`src/rtl/mem_port_arbiter_if.sv`:
```
// Bus between the F/D/L requesters, the arbiter and the memory macro.
// Fetch always reads, so it carries no write enable or write data.
interface mem_port_arbiter_if #(
    parameter int AW = 10,
    parameter int DW = 32
);
    logic          f_req, f_gnt, f_rvalid;
    logic [AW-1:0] f_addr;
    logic [DW-1:0] f_rdata;

    logic          d_req, d_we, d_gnt, d_rvalid;
    logic [AW-1:0] d_addr;
    logic [DW-1:0] d_wdata, d_rdata;

    logic          l_req, l_we, l_gnt, l_rvalid;
    logic [AW-1:0] l_addr;
    logic [DW-1:0] l_wdata, l_rdata;

    logic          mem_en, mem_we;
    logic [AW-1:0] mem_addr;
    logic [DW-1:0] mem_wdata, mem_rdata;
    logic          busy_o;

    modport master (
        output f_req, f_addr,
        output d_req, d_we, d_addr, d_wdata,
        output l_req, l_we, l_addr, l_wdata,
        output mem_rdata,
        input  f_gnt, f_rvalid, f_rdata,
        input  d_gnt, d_rvalid, d_rdata,
        input  l_gnt, l_rvalid, l_rdata,
        input  mem_en, mem_we, mem_addr, mem_wdata, busy_o
    );

    modport slave (
        input  f_req, f_addr,
        input  d_req, d_we, d_addr, d_wdata,
        input  l_req, l_we, l_addr, l_wdata,
        input  mem_rdata,
        output f_gnt, f_rvalid, f_rdata,
        output d_gnt, d_rvalid, d_rdata,
        output l_gnt, l_rvalid, l_rdata,
        output mem_en, mem_we, mem_addr, mem_wdata, busy_o
    );
endinterface

```
`src/rtl/mem_port_arbiter.sv`:
```
// Single-port memory arbiter: fetch, memory stage and loader share one memory,
// one transaction at a time, D-over-F priority with a fetch starvation guard.
module mem_port_arbiter #(
    parameter int AW         = 10,
    parameter int DW         = 32,
    parameter int MEM_LAT    = 1,
    parameter int STARVE_MAX = 4
) (
    input  logic                 clk1,
    input  logic                 rst_n,
    input  logic                 halted_i,
    mem_port_arbiter_if.slave    bus
);
    typedef enum logic [1:0] {IDLE, ACCESS, WAIT} state_t;
    typedef enum logic [1:0] {OWN_F, OWN_D, OWN_L} owner_t;

    localparam logic [2:0] WAIT_INIT  = 3'(MEM_LAT - 1);
    localparam logic [3:0] STARVE_LIM = 4'(STARVE_MAX);

    state_t     state;
    owner_t     owner;
    logic       cap_we;
    logic [2:0] wait_cnt;
    logic [3:0] starve_cnt;

    logic win_f, win_d, win_l, last_cycle;

    // NOTE: every combinational output gets a default first so no latch is inferred.
    always_comb begin
        win_f      = 1'b0;
        win_d      = 1'b0;
        win_l      = 1'b0;
        last_cycle = 1'b0;
        if (halted_i) begin
            win_l = bus.l_req;
        end else begin
            win_f = bus.f_req && (!bus.d_req || starve_cnt == STARVE_LIM);
            win_d = bus.d_req && !win_f;
        end
        if (state == ACCESS && MEM_LAT == 1)
            last_cycle = 1'b1;
        else if (state == WAIT && wait_cnt == 3'd1)
            last_cycle = 1'b1;
    end

    // NOTE: sequential state uses non-blocking assignments only, so every
    // register sees the pre-edge value of every other register.
    always_ff @(posedge clk1 or negedge rst_n) begin
        if (!rst_n) begin
            state          <= IDLE;
            owner          <= OWN_F;
            cap_we         <= 1'b0;
            wait_cnt       <= '0;
            starve_cnt     <= '0;
            bus.f_gnt      <= 1'b0;
            bus.d_gnt      <= 1'b0;
            bus.l_gnt      <= 1'b0;
            bus.f_rvalid   <= 1'b0;
            bus.d_rvalid   <= 1'b0;
            bus.l_rvalid   <= 1'b0;
            bus.f_rdata    <= '0;
            bus.d_rdata    <= '0;
            bus.l_rdata    <= '0;
            bus.mem_en     <= 1'b0;
            bus.mem_we     <= 1'b0;
            bus.mem_addr   <= '0;
            bus.mem_wdata  <= '0;
            bus.busy_o     <= 1'b0;
        end else begin
            bus.f_gnt    <= 1'b0;
            bus.d_gnt    <= 1'b0;
            bus.l_gnt    <= 1'b0;
            bus.f_rvalid <= 1'b0;
            bus.d_rvalid <= 1'b0;
            bus.l_rvalid <= 1'b0;
            bus.mem_en   <= 1'b0;
            bus.mem_we   <= 1'b0;

            case (state)
                IDLE: begin
                    if (!bus.f_req)
                        starve_cnt <= '0;
                    if (win_f || win_d || win_l) begin
                        state      <= ACCESS;
                        bus.busy_o <= 1'b1;
                        bus.mem_en <= 1'b1;
                    end
                    if (win_f) begin
                        owner        <= OWN_F;
                        cap_we       <= 1'b0;
                        bus.f_gnt    <= 1'b1;
                        bus.mem_addr <= bus.f_addr;
                        starve_cnt   <= '0;
                    end else if (win_d) begin
                        owner         <= OWN_D;
                        cap_we        <= bus.d_we;
                        bus.d_gnt     <= 1'b1;
                        bus.mem_we    <= bus.d_we;
                        bus.mem_addr  <= bus.d_addr;
                        bus.mem_wdata <= bus.d_wdata;
                        // Each D grant that passes over a waiting F brings F's turn closer.
                        if (bus.f_req && starve_cnt != STARVE_LIM)
                            starve_cnt <= starve_cnt + 4'd1;
                    end else if (win_l) begin
                        owner         <= OWN_L;
                        cap_we        <= bus.l_we;
                        bus.l_gnt     <= 1'b1;
                        bus.mem_we    <= bus.l_we;
                        bus.mem_addr  <= bus.l_addr;
                        bus.mem_wdata <= bus.l_wdata;
                    end
                end

                ACCESS, WAIT: begin
                    if (last_cycle) begin
                        state      <= IDLE;
                        bus.busy_o <= 1'b0;
                        if (!cap_we) begin
                            case (owner)
                                OWN_F: begin
                                    bus.f_rdata  <= bus.mem_rdata;
                                    bus.f_rvalid <= 1'b1;
                                end
                                OWN_D: begin
                                    bus.d_rdata  <= bus.mem_rdata;
                                    bus.d_rvalid <= 1'b1;
                                end
                                default: begin
                                    bus.l_rdata  <= bus.mem_rdata;
                                    bus.l_rvalid <= 1'b1;
                                end
                            endcase
                        end
                    end else if (state == ACCESS) begin
                        state    <= WAIT;
                        wait_cnt <= WAIT_INIT;
                    end else begin
                        wait_cnt <= wait_cnt - 3'd1;
                    end
                end

                default: state <= IDLE;
            endcase
        end
    end
endmodule

```
`src/flat_wrapper.sv`:
```
// flat-port wrapper written by rule: the top's interface ports become plain ports
module mem_port_arbiter_flat 
#(
    parameter int AW         = 10,
    parameter int DW         = 32,
    parameter int MEM_LAT    = 1,
    parameter int STARVE_MAX = 4
)
  (clk1, rst_n, halted_i, bus_f_req, bus_f_addr, bus_d_req, bus_d_we, bus_d_addr, bus_d_wdata, bus_l_req, bus_l_we, bus_l_addr, bus_l_wdata, bus_mem_rdata, bus_f_gnt, bus_f_rvalid, bus_f_rdata, bus_d_gnt, bus_d_rvalid, bus_d_rdata, bus_l_gnt, bus_l_rvalid, bus_l_rdata, bus_mem_en, bus_mem_we, bus_mem_addr, bus_mem_wdata, bus_busy_o);
  mem_port_arbiter_if #(.AW(AW), .DW(DW)) bus_i ();
  input  logic clk1;
  input  logic rst_n;
  input  logic halted_i;
  input wire logic [$bits(bus_i.f_req)-1:0] bus_f_req;
  input wire logic [$bits(bus_i.f_addr)-1:0] bus_f_addr;
  input wire logic [$bits(bus_i.d_req)-1:0] bus_d_req;
  input wire logic [$bits(bus_i.d_we)-1:0] bus_d_we;
  input wire logic [$bits(bus_i.d_addr)-1:0] bus_d_addr;
  input wire logic [$bits(bus_i.d_wdata)-1:0] bus_d_wdata;
  input wire logic [$bits(bus_i.l_req)-1:0] bus_l_req;
  input wire logic [$bits(bus_i.l_we)-1:0] bus_l_we;
  input wire logic [$bits(bus_i.l_addr)-1:0] bus_l_addr;
  input wire logic [$bits(bus_i.l_wdata)-1:0] bus_l_wdata;
  input wire logic [$bits(bus_i.mem_rdata)-1:0] bus_mem_rdata;
  output wire logic [$bits(bus_i.f_gnt)-1:0] bus_f_gnt;
  output wire logic [$bits(bus_i.f_rvalid)-1:0] bus_f_rvalid;
  output wire logic [$bits(bus_i.f_rdata)-1:0] bus_f_rdata;
  output wire logic [$bits(bus_i.d_gnt)-1:0] bus_d_gnt;
  output wire logic [$bits(bus_i.d_rvalid)-1:0] bus_d_rvalid;
  output wire logic [$bits(bus_i.d_rdata)-1:0] bus_d_rdata;
  output wire logic [$bits(bus_i.l_gnt)-1:0] bus_l_gnt;
  output wire logic [$bits(bus_i.l_rvalid)-1:0] bus_l_rvalid;
  output wire logic [$bits(bus_i.l_rdata)-1:0] bus_l_rdata;
  output wire logic [$bits(bus_i.mem_en)-1:0] bus_mem_en;
  output wire logic [$bits(bus_i.mem_we)-1:0] bus_mem_we;
  output wire logic [$bits(bus_i.mem_addr)-1:0] bus_mem_addr;
  output wire logic [$bits(bus_i.mem_wdata)-1:0] bus_mem_wdata;
  output wire logic [$bits(bus_i.busy_o)-1:0] bus_busy_o;
  assign bus_i.f_req = bus_f_req;
  assign bus_i.f_addr = bus_f_addr;
  assign bus_i.d_req = bus_d_req;
  assign bus_i.d_we = bus_d_we;
  assign bus_i.d_addr = bus_d_addr;
  assign bus_i.d_wdata = bus_d_wdata;
  assign bus_i.l_req = bus_l_req;
  assign bus_i.l_we = bus_l_we;
  assign bus_i.l_addr = bus_l_addr;
  assign bus_i.l_wdata = bus_l_wdata;
  assign bus_i.mem_rdata = bus_mem_rdata;
  assign bus_f_gnt = bus_i.f_gnt;
  assign bus_f_rvalid = bus_i.f_rvalid;
  assign bus_f_rdata = bus_i.f_rdata;
  assign bus_d_gnt = bus_i.d_gnt;
  assign bus_d_rvalid = bus_i.d_rvalid;
  assign bus_d_rdata = bus_i.d_rdata;
  assign bus_l_gnt = bus_i.l_gnt;
  assign bus_l_rvalid = bus_i.l_rvalid;
  assign bus_l_rdata = bus_i.l_rdata;
  assign bus_mem_en = bus_i.mem_en;
  assign bus_mem_we = bus_i.mem_we;
  assign bus_mem_addr = bus_i.mem_addr;
  assign bus_mem_wdata = bus_i.mem_wdata;
  assign bus_busy_o = bus_i.busy_o;
  mem_port_arbiter #(.AW(AW), .DW(DW), .MEM_LAT(MEM_LAT), .STARVE_MAX(STARVE_MAX)) u_core (.clk1(clk1), .rst_n(rst_n), .halted_i(halted_i), .bus(bus_i));
endmodule
```
`config.mk`:
```
export PLATFORM = sky130hd
export DESIGN_NAME = mem_port_arbiter_flat
export DESIGN_NICKNAME = d
export VERILOG_FILES = /design/src/rtl/mem_port_arbiter_if.sv /design/src/rtl/mem_port_arbiter.sv /design/src/flat_wrapper.sv
export SDC_FILE = /design/constraint.sdc
export NUM_CORES = 1
export LEC_CHECK = 0
export BUFFER_PORTS_ARGS = -buffer_cell sky130_fd_sc_hd__buf_2
export CAP_MARGIN = 30
export CORE_ASPECT_RATIO = 1.2
export CORE_MARGIN = 5
export CORE_UTILIZATION = 45
export CTS_CLUSTER_SIZE = 14
export DETAILED_ROUTE_END_ITERATION = 10
export GPL_TIMING_DRIVEN = 0
export PLACE_DENSITY = 0.76
export SLEW_MARGIN = 40
export SYNTH_ARGS = -nofsm -noshare
export SYNTH_HDL_FRONTEND = slang
export SYNTH_SLANG_ARGS = --single-unit
```
`constraint.sdc`:
```
create_clock -name clk1 -period 2.3 [get_ports clk1]
set_input_delay 0.115 -clock clk1 [delete_from_list [all_inputs] [get_ports clk1]]
set_output_delay 0.115 -clock clk1 [all_outputs]
set_load 0.01 [all_outputs]
```
==> metrics.csv, run 1 <==
stage,metric,value,unit
sta,finClkSkew,0.0104,ns
cells_and_area,area_growth_syn_to_layout,49.9,%
power_and_ir_drop,total_power,12900,µW
placement,post-place-ws,0.0905,ns
sta,min_period,2.13,ns
synthesis,synth_commonest_cells,"dfrtp_1, mux2_2, mux2i_1",
power_and_ir_drop,ir_worst_vdd,0.515,mV
worst_setup_path,crit_family,buffers and inverters,
floorplan,boundaryPins,281,
sta,hold_viol,0,
status,outcome,"finished, final reports clean",
sta,max_freq,470,MHz
synthesis,synth_top_cell_by_area,dfrtp_1,
sta,drv_slew,0,
cells_and_area,fin_nets,1046,
synthesis,yosysSeqAreaShare,58.7,%
route,drt-total-wl,21300,µm
worst_setup_path,path_buf_inv,3,
floorplan,die_x,122,µm
global_route,track_usage,24.4,%
clock_tree,clk_path_buf_depth,2,
floorplan,start_util,45.5,%
cells_and_area,layout-drive-gt1-share,48.0,%
clock_tree,cts_tree,yes,
synthesis,netlist_area,6770,µm²
synthesis,yosysTopAreaCellShare,58.7,%
synthesis,syn_avg_cell_area,13.6,µm²
sta,worstMarginPinSlew,0.490,ns
cells_and_area,antenna_cells,0,
synthesis,yosysMostFrequentCell,dfrtp_1,
floorplan,coreArea,14900,µm²
clock_tree,cts_made_buffers,17,
placement,postPlaceCellArea,8490,µm²
worst_setup_path,cp.required,2.60,ns
job,drv_cap,0,
worst_setup_path,critical_path_class,flop to flop,
cells_and_area,fin_area,10200,µm²
synthesis,ys_top_cells_by_area,"dfrtp_1, mux2_2, mux2i_1, o21ai_0, o21ai_1",
worst_setup_path,crit_fanout,10,
route,routedWlPerCell,19.0,µm
route,drc_errors,0,
global_route,grt_max_degree,71,
worst_setup_path,worstSetupStartpointType,flop,
worst_setup_path,critPathArrivalTime,2.43,ns
global_route,grt_pass1_vias,6357,
floorplan,rows,49,
cells_and_area,seq_area,3980,µm²
worst_setup_path,crit_path_max_incr_delay,0.40,ns
global_route,grt_pass1_wl,33400,µm
worst_setup_path,slowest_stage,dfrtp_1,
synthesis,ys_ff_latch,159,
global_route,antenna_found_initial,0,
route,vias,5756,
power_and_ir_drop,power_leakage,0.00494,µW
clock_tree,clock_latency,0.42,ns
sta,finalSetupViolCount,0,
worst_setup_path,endpoint_kind,flop,
clock_tree,cts.htree.levels,4,
synthesis,ys_types,44,
sta,finalCritPeriodShare,92.6,%
route,ant_nets,0,
synthesis,synthFlopType,dfrtp_1,
sta,rsz0062_at_grt,no,
placement,gp_congestion,0.829,
placement,io_buffers,280,
synthesis,yosysWarningCount,0,
sta,maxSlewHeadroom,67.3,%
floorplan,dieArea,17600,µm²
synthesis,synthCells,498,
synthesis,synthesis.nets,641,
synthesis,synthArstFlopShare,100,%
route,initialDrtViolationCount,232,
cells_and_area,stdcell_count,1120,
clock_tree,cts-root-buf,clkbuf_16,
global_route,globalRoute.totalOverflow,0,
worst_setup_path,crit_chain,"inv_1, ha_1, and3b_4, a211oi_2, buf_6, buf_12, mux2i_1, o211ai_2",
route,vias_per_cell,5.14,
floorplan,die_y,144,µm
sta,worst_slack,0.170,ns
placement,dpl.cell_count,984,
synthesis,synth_edf_count,0,
route,firstDrtPassIters,5,
cells_and_area,fillers,1001,
power_and_ir_drop,power_density,1270,nW/µm²
hold_path,worstHoldPathType,input pin to flop,
placement,dp_hpwl,14000,µm
clock_tree,cts_sinks,159,
clock_tree,path_clk_slew,0.07,ns
cells_and_area,multi_input_area,2530,µm²
==> power breakdown <==
group          internal (µW)  switching, µW  leakage [µW]  total (µW)
registers               4160            714       0.00191        4870
logic                   2380           2650       0.00273        5030
clock network           1750           1200      0.000298        2950
==> registers in the layout (all words and copies together) (netlist names) <==
name                  count
u_core.bus.busy_o         1
u_core.bus.d_rvalid       1
u_core.wait_cnt           3
u_core.bus.f_rdata       32
u_core.bus.d_gnt          1
u_core.state              2
u_core.bus.f_gnt          1
u_core.owner              2
u_core.bus.mem_en         1
u_core.bus.mem_we         1
u_core.bus.d_rdata       32
u_core.bus.mem_wdata     32
u_core.starve_cnt         4
u_core.bus.l_gnt          1
u_core.bus.mem_addr      10
u_core.bus.l_rvalid       1
u_core.bus.l_rdata       32
u_core.bus.f_rvalid       1
u_core.cap_we             1
==> final timing paths <==
kind	start	endpoint	slack, ns	cells after the start
max	u_core.starve_cnt[1]	u_core.bus.mem_addr[6]	0.17	8
min	bus_l_addr[2]	u_core.bus.mem_addr[2]	0.02	3
max reg2reg	u_core.starve_cnt[1]	u_core.bus.mem_addr[6]	0.17	8
min reg2reg	u_core.wait_cnt[1]	u_core.wait_cnt[1]	0.48	2
max in group asynchronous	rst_n	u_core.bus.mem_wdata[18]	1.16	4
min in group asynchronous	rst_n	u_core.bus.f_rdata[20]	0.21	2
==> logic make-up (layout without fill, tap and decap cells) <==
family | Yosys count | count (layout) | synth area share, %
AOI/OAI and AO/OA | 94 | 94 | 8.48
xor gates and xnor gates | 2 | 2 | 0.259
adders and majority gates | 9 | 9 | 1.66
buffers and inverters | 44 | 462 | 3.88
DFF | 159 | 159 | 58.7
muxes | 139 | 139 | 22.3
and+or+nand+nor | 51 | 51 | 4.65
==> repair_timing <==
action / CTS / global route
endpoints found under the hold margin: 200 / 0
setup buffers: 0 / 0
hold buffers: 105 / 0
endpoints found under the setup margin: 0 / 67
resized for setup: 0 / 0
==> through the flow <==
stage               TNS, ns  hold WS (ns)  utilization [%]
global placement    -200.01         0.358             56.6
detailed placement        0        0.0437             57.0
global route              0        0.0191             68.2
floorplan                 0        -0.181                -
finish                    0        0.0233             68.2
CTS                       0       0.00107             68.2
==> worst register-to-register path: stages, from the launching register on <==
cell and delay (ns):
dfrtp_1 0.40, inv_1 0.07, ha_1 0.18, and3b_4 0.21
a211oi_2 0.24, buf_6 0.23, buf_12 0.17, mux2i_1 0.40
o211ai_2 0.12
==> layer usage <==
layer  wire (µm)  up-vias  GRT usage (%)
met2       10600      346           42.0
met5           0        -              0
met3        2320       49           9.31
met4         658        0           9.50
li1            -     2590              -
met1        7690     2771           27.4
==> placed cells by master, fill, tap and decap left out, drive strengths merged, types with 3 or more instances in the layout <==
cell type | Yosys | layout
a21o | 3 | 3
and2 | 3 | 3
buf | 20 | 302
bufinv | 0 | 3
clkbuf | 9 | 26
dfrtp | 159 | 159
dlygate4sd3 | 0 | 105
ha | 9 | 9
inv | 15 | 23
mux2 | 97 | 97
mux2i | 42 | 42
nand2 | 14 | 14
nand2b | 4 | 4
nand3 | 14 | 14
nor2 | 4 | 4
o211ai | 10 | 10
o21ai | 70 | 70
==> final cells by class <==
type / count / share of cell area [%]
sequential: 159 / 39.2
multi-input combinational: 295 / 24.9
timing repair buffer: 387 / 24.7
clock buffer: 18 / 4.23
tap: 204 / 2.51
buffer: 28 / 2.00
clock inverter: 14 / 1.88
inverter: 15 / 0.554
No activity file was read; power rests on OpenSTA's default activity.
==> inputs of run 2 (changes only) <==
- CORE_MARGIN: 5 -> default
==> run 2 against run 1 <==
Worst setup slack got worse by 0.069 ns; die area shrank 12%; combinational power increased by 1%; clock power decreased by 7.1%; power is 0.83% lower; highest routed layer unchanged; largest power group unchanged; first-iteration DRC count up 43%; utilization up 2.6 points; critical path depth unchanged; maximum frequency shrank 3.2%; count of clock-buffer cells in the layout down 1.
==> metrics.csv, run 2 (synthesis gave the netlist of run 1 again) <==
stage,metric,value,unit,change
status,outcome,"finished, final reports clean",,unchanged
floorplan,start_util,46.6,%,was 45.5%
global_route,grt_pass1_vias,6191,,was 6357
route,drt-total-wl,21600,µm,was 21300 µm
worst_setup_path,worstSetupStartpointType,flop,,unchanged
route,drc_errors,0,,unchanged
worst_setup_path,critical_path_class,flop to flop,,unchanged
placement,io_buffers,280,,unchanged
clock_tree,clock_latency,0.42,ns,about the same
sta,max_freq,455,MHz,was 470 MHz
cells_and_area,final_cell_mix,"buf_2, dfrtp_1, dlygate4sd3_1",,unchanged
floorplan,die_x,114,µm,was 122 µm
hold_path,holdPathEnd,u_core.bus.mem_wdata[22],,was u_core.bus.mem_addr[2]
worst_setup_path,slowest_stage,dlygate4sd3_1,,was dfrtp_1
floorplan,rows,48,,was 49
power_and_ir_drop,power_density,1240,nW/µm²,was 1270 nW/µm²
power_and_ir_drop,p_sw_share,36.3,%,was 35.5%
worst_setup_path,r2r_end,u_core.bus.mem_addr[1],,was u_core.bus.mem_addr[6]
clock_tree,cts_sinks,159,,unchanged
power_and_ir_drop,combPwrFrac,39.9,%,was 39.1%
power_and_ir_drop,power_leakage,0.00503,µW,was 0.00494 µW
worst_setup_path,worstReg2RegStart,u_core.starve_cnt[0],,was u_core.starve_cnt[1]
worst_setup_path,rrSetupSlack,0.10,ns,was 0.17 ns
placement,post-place-ws,0.136,ns,was 0.0905 ns
cells_and_area,fin_nets,1065,,was 1046
placement,gp_congestion,0.833,,was 0.829
worst_setup_path,critPathArrivalTime,2.50,ns,was 2.43 ns
worst_setup_path,cp.required,2.60,ns,about the same
hold_path,hold_depth,3,,unchanged
route,vias_per_cell,5.22,,was 5.14
worst_setup_path,crit_fanout,7,,was 10
route,vias,5935,,was 5756
clock_tree,cts_tree,yes,,unchanged
job,drv_cap,0,,unchanged
sta,rsz0062_at_grt,no,,unchanged
sta,maxSlewHeadroom,66.3,%,was 67.3%
route,firstDrtPassIters,5,,unchanged
clock_tree,cts-root-buf,clkbuf_16,,unchanged
sta,drv_slew,0,,unchanged
sta,hold_viol,0,,unchanged
hold_path,min-delay-start,bus_d_wdata[22],,was bus_l_addr[2]
cells_and_area,area_growth_syn_to_layout,51.9,%,was 49.9%
sta,worstMarginPinSlew,0.502,ns,was 0.490 ns
clock_tree,clk_path_buf_depth,2,,unchanged
worst_setup_path,crit_chain,"inv_1, ha_1, and3b_4, a211oi_2, buf_6, mux2i_1, dlygate4sd3_1, o211ai_1",,"was inv_1, ha_1, and3b_4, a211oi_2, buf_6, buf_12, mux2i_1, o211ai_2"
route,routedWlPerCell,19.0,µm,about the same
sta,min_period,2.20,ns,was 2.13 ns
floorplan,die_y,136,µm,was 144 µm
floorplan,coreArea,14500,µm²,was 14900 µm²
sta,finalCritPeriodShare,95.6,%,was 92.6%
sta,worst_slack,0.101,ns,was 0.170 ns
hold_path,worstHoldPathType,input pin to flop,,unchanged
cells_and_area,final_common_cell,buf_2,,unchanged
global_route,grt_max_degree,83,,was 71
power_and_ir_drop,clockPowerShare,21.5,%,was 23.0%
cells_and_area,layout-drive-gt1-share,48.3,%,was 48.0%
worst_setup_path,crit_path_max_incr_delay,0.59,ns,was 0.40 ns
power_and_ir_drop,seqPwrFrac,38.6,%,was 37.9%
global_route,antenna_found_initial,1,,was 0
sta,tns,0,ns,unchanged
power_and_ir_drop,internal_power,8110,µW,was 8290 µW
floorplan,dieArea,15500,µm²,was 17600 µm²
floorplan,boundaryPins,281,,unchanged
clock_tree,cts.htree.levels,4,,unchanged
cells_and_area,fillers,958,,was 1001
clock_tree,path_clk_slew,0.07,ns,about the same
power_and_ir_drop,total_power,12700,µW,was 12900 µW
worst_setup_path,r2r_cells,8,,unchanged
global_route,globalRoute.totalOverflow,0,,unchanged
sta,finClkSkew,0.0106,ns,was 0.0104 ns
cells_and_area,finalCoreUtilization,70.8,%,was 68.2%
global_route,track_usage,27.6,%,was 24.4%
global_route,grt_pass1_wl,32300,µm,was 33400 µm
power_and_ir_drop,ir_worst_vdd,0.580,mV,was 0.515 mV
power_and_ir_drop,netSwitchingPower,4630,µW,was 4570 µW
worst_setup_path,endpoint_kind,flop,,unchanged
placement,postPlaceCellArea,8490,µm²,about the same
clock_tree,cts_made_buffers,17,,unchanged
cells_and_area,fin_area,10300,µm²,was 10200 µm²
sta,finalSetupViolCount,0,,unchanged
placement,dp_hpwl,13500,µm,was 14000 µm
route,initialDrtViolationCount,332,,was 232
route,ant_nets,0,,unchanged
[run 2: cell types whose count changed in the layout (fill, tap and decap cells not counted), sizes merged]
cell         before  now
dlygate4sd3     105  113
clkbuf           26   27
clkinv            1    6
buf             302  311
bufinv            3    1
inv              23   22
diode             0    1
clkinvlp          2    1
[run 2: how the worst max path moves through the flow]
| stage | start | end | slack, ns |
|---|---|---|---|
| floorplan | u_core.state[0] | u_core.bus.l_rdata[0] | 0.52 |
| CTS | u_core.starve_cnt[0] | u_core.bus.mem_we | 0.03 |
| finish | u_core.starve_cnt[0] | u_core.bus.mem_addr[1] | 0.10 |
| global placement | rst_n | u_core.bus.l_rdata[12] | -1.07 |
| global route | u_core.state[0] | u_core.bus.l_rdata[1] | 0.001 |
| detailed placement | u_core.state[0] | u_core.bus.f_rdata[2] | 0.14 |
[run 2: timing repair]
action | in CTS | in global routing
endpoints found under the setup margin | 0 | 6
resized for setup | 0 | 4
setup buffers | 0 | 10
hold buffers | 113 | 0
hold endpoints to repair | 294 | 0
[run 2: layout make-up]
class / count / area [µm²] / share of cell area [%]
clock inverter: 15 / 151 / 1.47
clock buffer: 17 / 425 / 4.14
sequential: 159 / 3980 / 38.7
multi-input combinational: 295 / 2540 / 24.7
tap: 200 / 250 / 2.43
antenna: 1 / 2.50 / 0.0243
buffer: 29 / 210 / 2.04
timing repair buffer: 405 / 2670 / 26.0
inverter: 15 / 56.3 / 0.547
[run 2: metal layers]
| layer | track usage, % | up-vias | part of all wire, % |
|---|---|---|---|
| li1 | - | 2628 | - |
| met1 | 31.6 | 2895 | 38 |
| met2 | 47.9 | 366 | 51 |
| met3 | 6.51 | 46 | 8.2 |
| met4 | 14.1 | 0 | 2.8 |
| met5 | 0 | - | 0 |
[run 2: critical path, delay by kind of cell, from the launching register on]
| family | cells | cell delay (ns) |
|---|---|---|
| compound gates | 2 | 0.28 |
| fa+ha+maj | 1 | 0.19 |
| buf+inv | 3 | 0.83 |
| flops | 1 | 0.36 |
| mux | 1 | 0.20 |
| simple gates | 1 | 0.21 |
[run 2: power groups by stage]
| stage | sequential, µW | combinational, µW | clock, µW |
|---|---|---|---|
| after floorplan | 5440 | 2100 | 0 |
| after global placement | 4820 | 4650 | 0 |
| after detailed placement | 4900 | 4830 | 0 |
| after CTS | 4870 | 4990 | 2780 |
| after global routing | 5040 | 5490 | 2900 |
| final | 4920 | 5080 | 2740 |
[run 2: stage by stage]
stage          hold slack [ns]  std cells
2_1_floorplan           -0.181        498
3_3_place_gp             0.351        978
3_5_place_dp           -0.0399        980
4_1_cts                0.00717       1125
5_1_grt                 0.0197       1136
6_report                0.0313       1136
==> inputs of run 3 (changes only) <==
- CELL_PAD_IN_SITES_DETAIL_PLACEMENT: default -> 0
- CELL_PAD_IN_SITES_GLOBAL_PLACEMENT: default -> 2
- CORE_UTILIZATION: 45 -> 30
- PLACE_DENSITY: 0.76 -> default
- PLACE_DENSITY_LB_ADDON: default -> 0.1
==> run 3 against run 2 <==
The flow now finishes with violations (DRC); sequential power shrank 2%; global-route usage shrank 9.8 points; combinational power shrank 3%; power grew 1.2%; non-clock buffer count shrank 16; clock skew shrank 0.0013 ns; highest routed layer unchanged.
==> metrics.csv, run 3 (synthesis gave the netlist of run 1 again) <==
stage,metric,value,unit,change
status,outcome,"finished, violations left",,"was finished, final reports clean"
cells_and_area,antenna_cells,0,,was 1
floorplan,rows,59,,was 48
job,drv_cap,0,,unchanged
sta,finalSetupViolCount,0,,unchanged
cells_and_area,final_common_cell,buf_2,,unchanged
clock_tree,cts-root-buf,clkbuf_16,,unchanged
worst_setup_path,worstReg2RegStart,u_core.state[0],,was u_core.starve_cnt[0]
cells_and_area,fin_nets,1049,,was 1065
global_route,track_usage,17.8,%,was 27.6%
worst_setup_path,path_buf_inv,3,,unchanged
sta,rsz0062_at_grt,yes,,was no
worst_setup_path,crit_family,buffers and inverters,,unchanged
worst_setup_path,r2r_cells,6,,was 8
route,routedWlPerCell,16.6,µm,was 19.0 µm
global_route,grt_pass1_wl,32000,µm,was 32300 µm
sta,finClkSkew,0.00928,ns,was 0.0106 ns
worst_setup_path,crit_chain,"inv_1, ha_1, clkbuf_1, nand4b_2, buf_2, mux2_1",,"was inv_1, ha_1, and3b_4, a211oi_2, buf_6, mux2i_1, dlygate4sd3_1, o211ai_1"
clock_tree,ctsResizeCount,0,,unchanged
hold_path,min-delay-start,bus_d_wdata[30],,was bus_d_wdata[22]
sta,hold_viol,0,,unchanged
floorplan,boundaryPins,281,,unchanged
global_route,antenna_found_initial,0,,was 1
route,drt-total-wl,19800,µm,was 21600 µm
clock_tree,clock_latency,0.42,ns,about the same
worst_setup_path,r2r_end,u_core.bus.l_rdata[2],,was u_core.bus.mem_addr[1]
cells_and_area,final_cell_mix,"buf_2, dfrtp_1, dlygate4sd3_1",,unchanged
sta,drv_slew,0,,unchanged
sta,min_period,2.14,ns,was 2.20 ns
floorplan,dieArea,23200,µm²,was 15500 µm²
worst_setup_path,critical_path_class,flop to flop,,unchanged
placement,dpl.cell_count,1054,,was 980
hold_path,worstHoldPathType,input pin to flop,,unchanged
floorplan,coreArea,21900,µm²,was 14500 µm²
sta,max_freq,468,MHz,was 455 MHz
floorplan,die_x,139,µm,was 114 µm
clock_tree,cts_tree,yes,,unchanged
floorplan,die_y,167,µm,was 136 µm
sta,tns,0,ns,unchanged
clock_tree,clk_path_buf_depth,2,,unchanged
worst_setup_path,cp.required,2.60,ns,about the same
worst_setup_path,startpoint,u_core.state[0],,was u_core.starve_cnt[0]
power_and_ir_drop,power_leakage,0.00498,µW,was 0.00503 µW
worst_setup_path,rrSetupSlack,0.16,ns,was 0.10 ns
worst_setup_path,crit_fanout,10,,was 7
route,ant_nets,0,,unchanged
clock_tree,cts.htree.levels,4,,unchanged
placement,io_buffers,280,,unchanged
route,firstDrtPassIters,10,,was 5
global_route,grt_pass1_vias,5946,,was 6191
cells_and_area,layout-drive-gt1-share,48.0,%,was 48.3%
cells_and_area,multi_input_area,2530,µm²,was 2540 µm²
cells_and_area,stdcell_count,1193,,was 1136
worst_setup_path,endpoint_kind,flop,,unchanged
global_route,grt_max_degree,67,,was 83
sta,finalCritPeriodShare,93.0,%,was 95.6%
worst_setup_path,critPathArrivalTime,2.44,ns,was 2.50 ns
status,violations,DRC,,
sta,maxSlewHeadroom,64.0,%,was 66.3%
power_and_ir_drop,ir_worst_vdd,0.499,mV,was 0.580 mV
worst_setup_path,slowest_stage,dfrtp_1,,was dlygate4sd3_1
sta,worstMarginPinSlew,0.541,ns,was 0.502 ns
global_route,globalRoute.totalOverflow,0,,unchanged
floorplan,start_util,30.9,%,was 46.6%
placement,dp_hpwl,14500,µm,was 13500 µm
hold_path,hold_depth,3,,unchanged
clock_tree,cts_made_buffers,17,,unchanged
clock_tree,cts_sinks,159,,unchanged
clock_tree,path_clk_slew,0.07,ns,about the same
route,drc_errors,20,,was 0
worst_setup_path,worstSetupStartpointType,flop,,unchanged
cells_and_area,fillers,2026,,was 958
placement,gp_congestion,0.776,,was 0.833
route,initialDrtViolationCount,153,,was 332
route,vias,5484,,was 5935
worst_setup_path,crit_path_max_incr_delay,0.40,ns,was 0.59 ns
cells_and_area,area_growth_syn_to_layout,52.4,%,was 51.9%
hold_path,holdPathEnd,u_core.bus.mem_wdata[30],,was u_core.bus.mem_wdata[22]
power_and_ir_drop,power_density,1250,nW/µm²,was 1240 nW/µm²
cells_and_area,seq_area,3980,µm²,unchanged
route,vias_per_cell,4.60,,was 5.22
-- run 3: cell count changes in the layout (fill, tap and decap cells not counted), moves of 2 or more --
cell / previous run / this run
buf_4: 10 / 0
bufinv_16: 1 / 4
clkinv_2: 2 / 0
clkinv_4: 4 / 2
dlygate4sd3_1: 113 / 108
-- run 3: worst max path at each step --
stage | end | slack (ns) | cells after the start
floorplan | u_core.bus.l_rdata[0] | 0.52 | 6
CTS | u_core.bus.f_rdata[29] | 0.10 | 6
global route | u_core.bus.l_rdata[29] | -0.01 | 6
detailed placement | u_core.bus.l_rdata[2] | 0.13 | 6
global placement | u_core.bus.mem_wdata[8] | -1.27 | 1
finish | u_core.bus.l_rdata[2] | 0.16 | 6
-- run 3: where the power goes --
group | switching (µW) | internal (µW) | leakage (µW)
combinational | 2570 | 2380 | 0.00275
clock | 1240 | 1890 | 0.000320
sequential | 659 | 4160 | 0.00191
total | 4470 | 8430 | 0.00498
-- run 3: what timing repair did --
item                                    CTS  global route
endpoints found under the setup margin    0            27
buffers inserted                          0             0
hold buffers                            108             0
hold endpoints to repair                296             0
-- run 3: area by class of cell --
cell class	count	area share [%]
plain buffers	28	1.96
inverters	15	0.546
multi-input cells	295	24.5
clock inverters	14	2.15
repair buffers	390	24.7
well taps	274	3.32
flip-flops and latches	159	38.6
clock buffers	18	4.26
-- run 3: routing by layer --
metal	track usage, %	up-vias	share of wire [%]
li1	-	2597	-
met1	20.4	2640	40
met2	31.6	225	51
met3	5.38	22	7.7
met4	5.41	0	1.5
met5	0	-	0
-- run 3: metrics by stage --
| step | total power, µW | worst slack, ns | utilization (%) | area [µm²] | hold slack, ns |
|---|---|---|---|---|---|
| CTS | 13100 | 0.101 | 47.1 | 10300 | 0.0000838 |
| global placement | 9620 | -1.27 | 38.9 | 8520 | 0.352 |
| global route | 13800 | -0.0126 | 47.1 | 10300 | 0.00868 |
| detailed placement | 9780 | 0.125 | 39.1 | 8580 | -0.00108 |
| floorplan | 7540 | 0.521 | - | 6770 | -0.181 |
| finish | 12900 | 0.161 | 47.1 | 10300 | 0.00365 |
-- run 3: tightest hold or removal path, delay by kind of cell --
| kind | cells | cell delay [ns] |
|---|---|---|
| buffers and inverters | 1 | 0.08 |
| muxes | 1 | 0.07 |
| AOI/OAI and AO/OA | 1 | 0.11 |
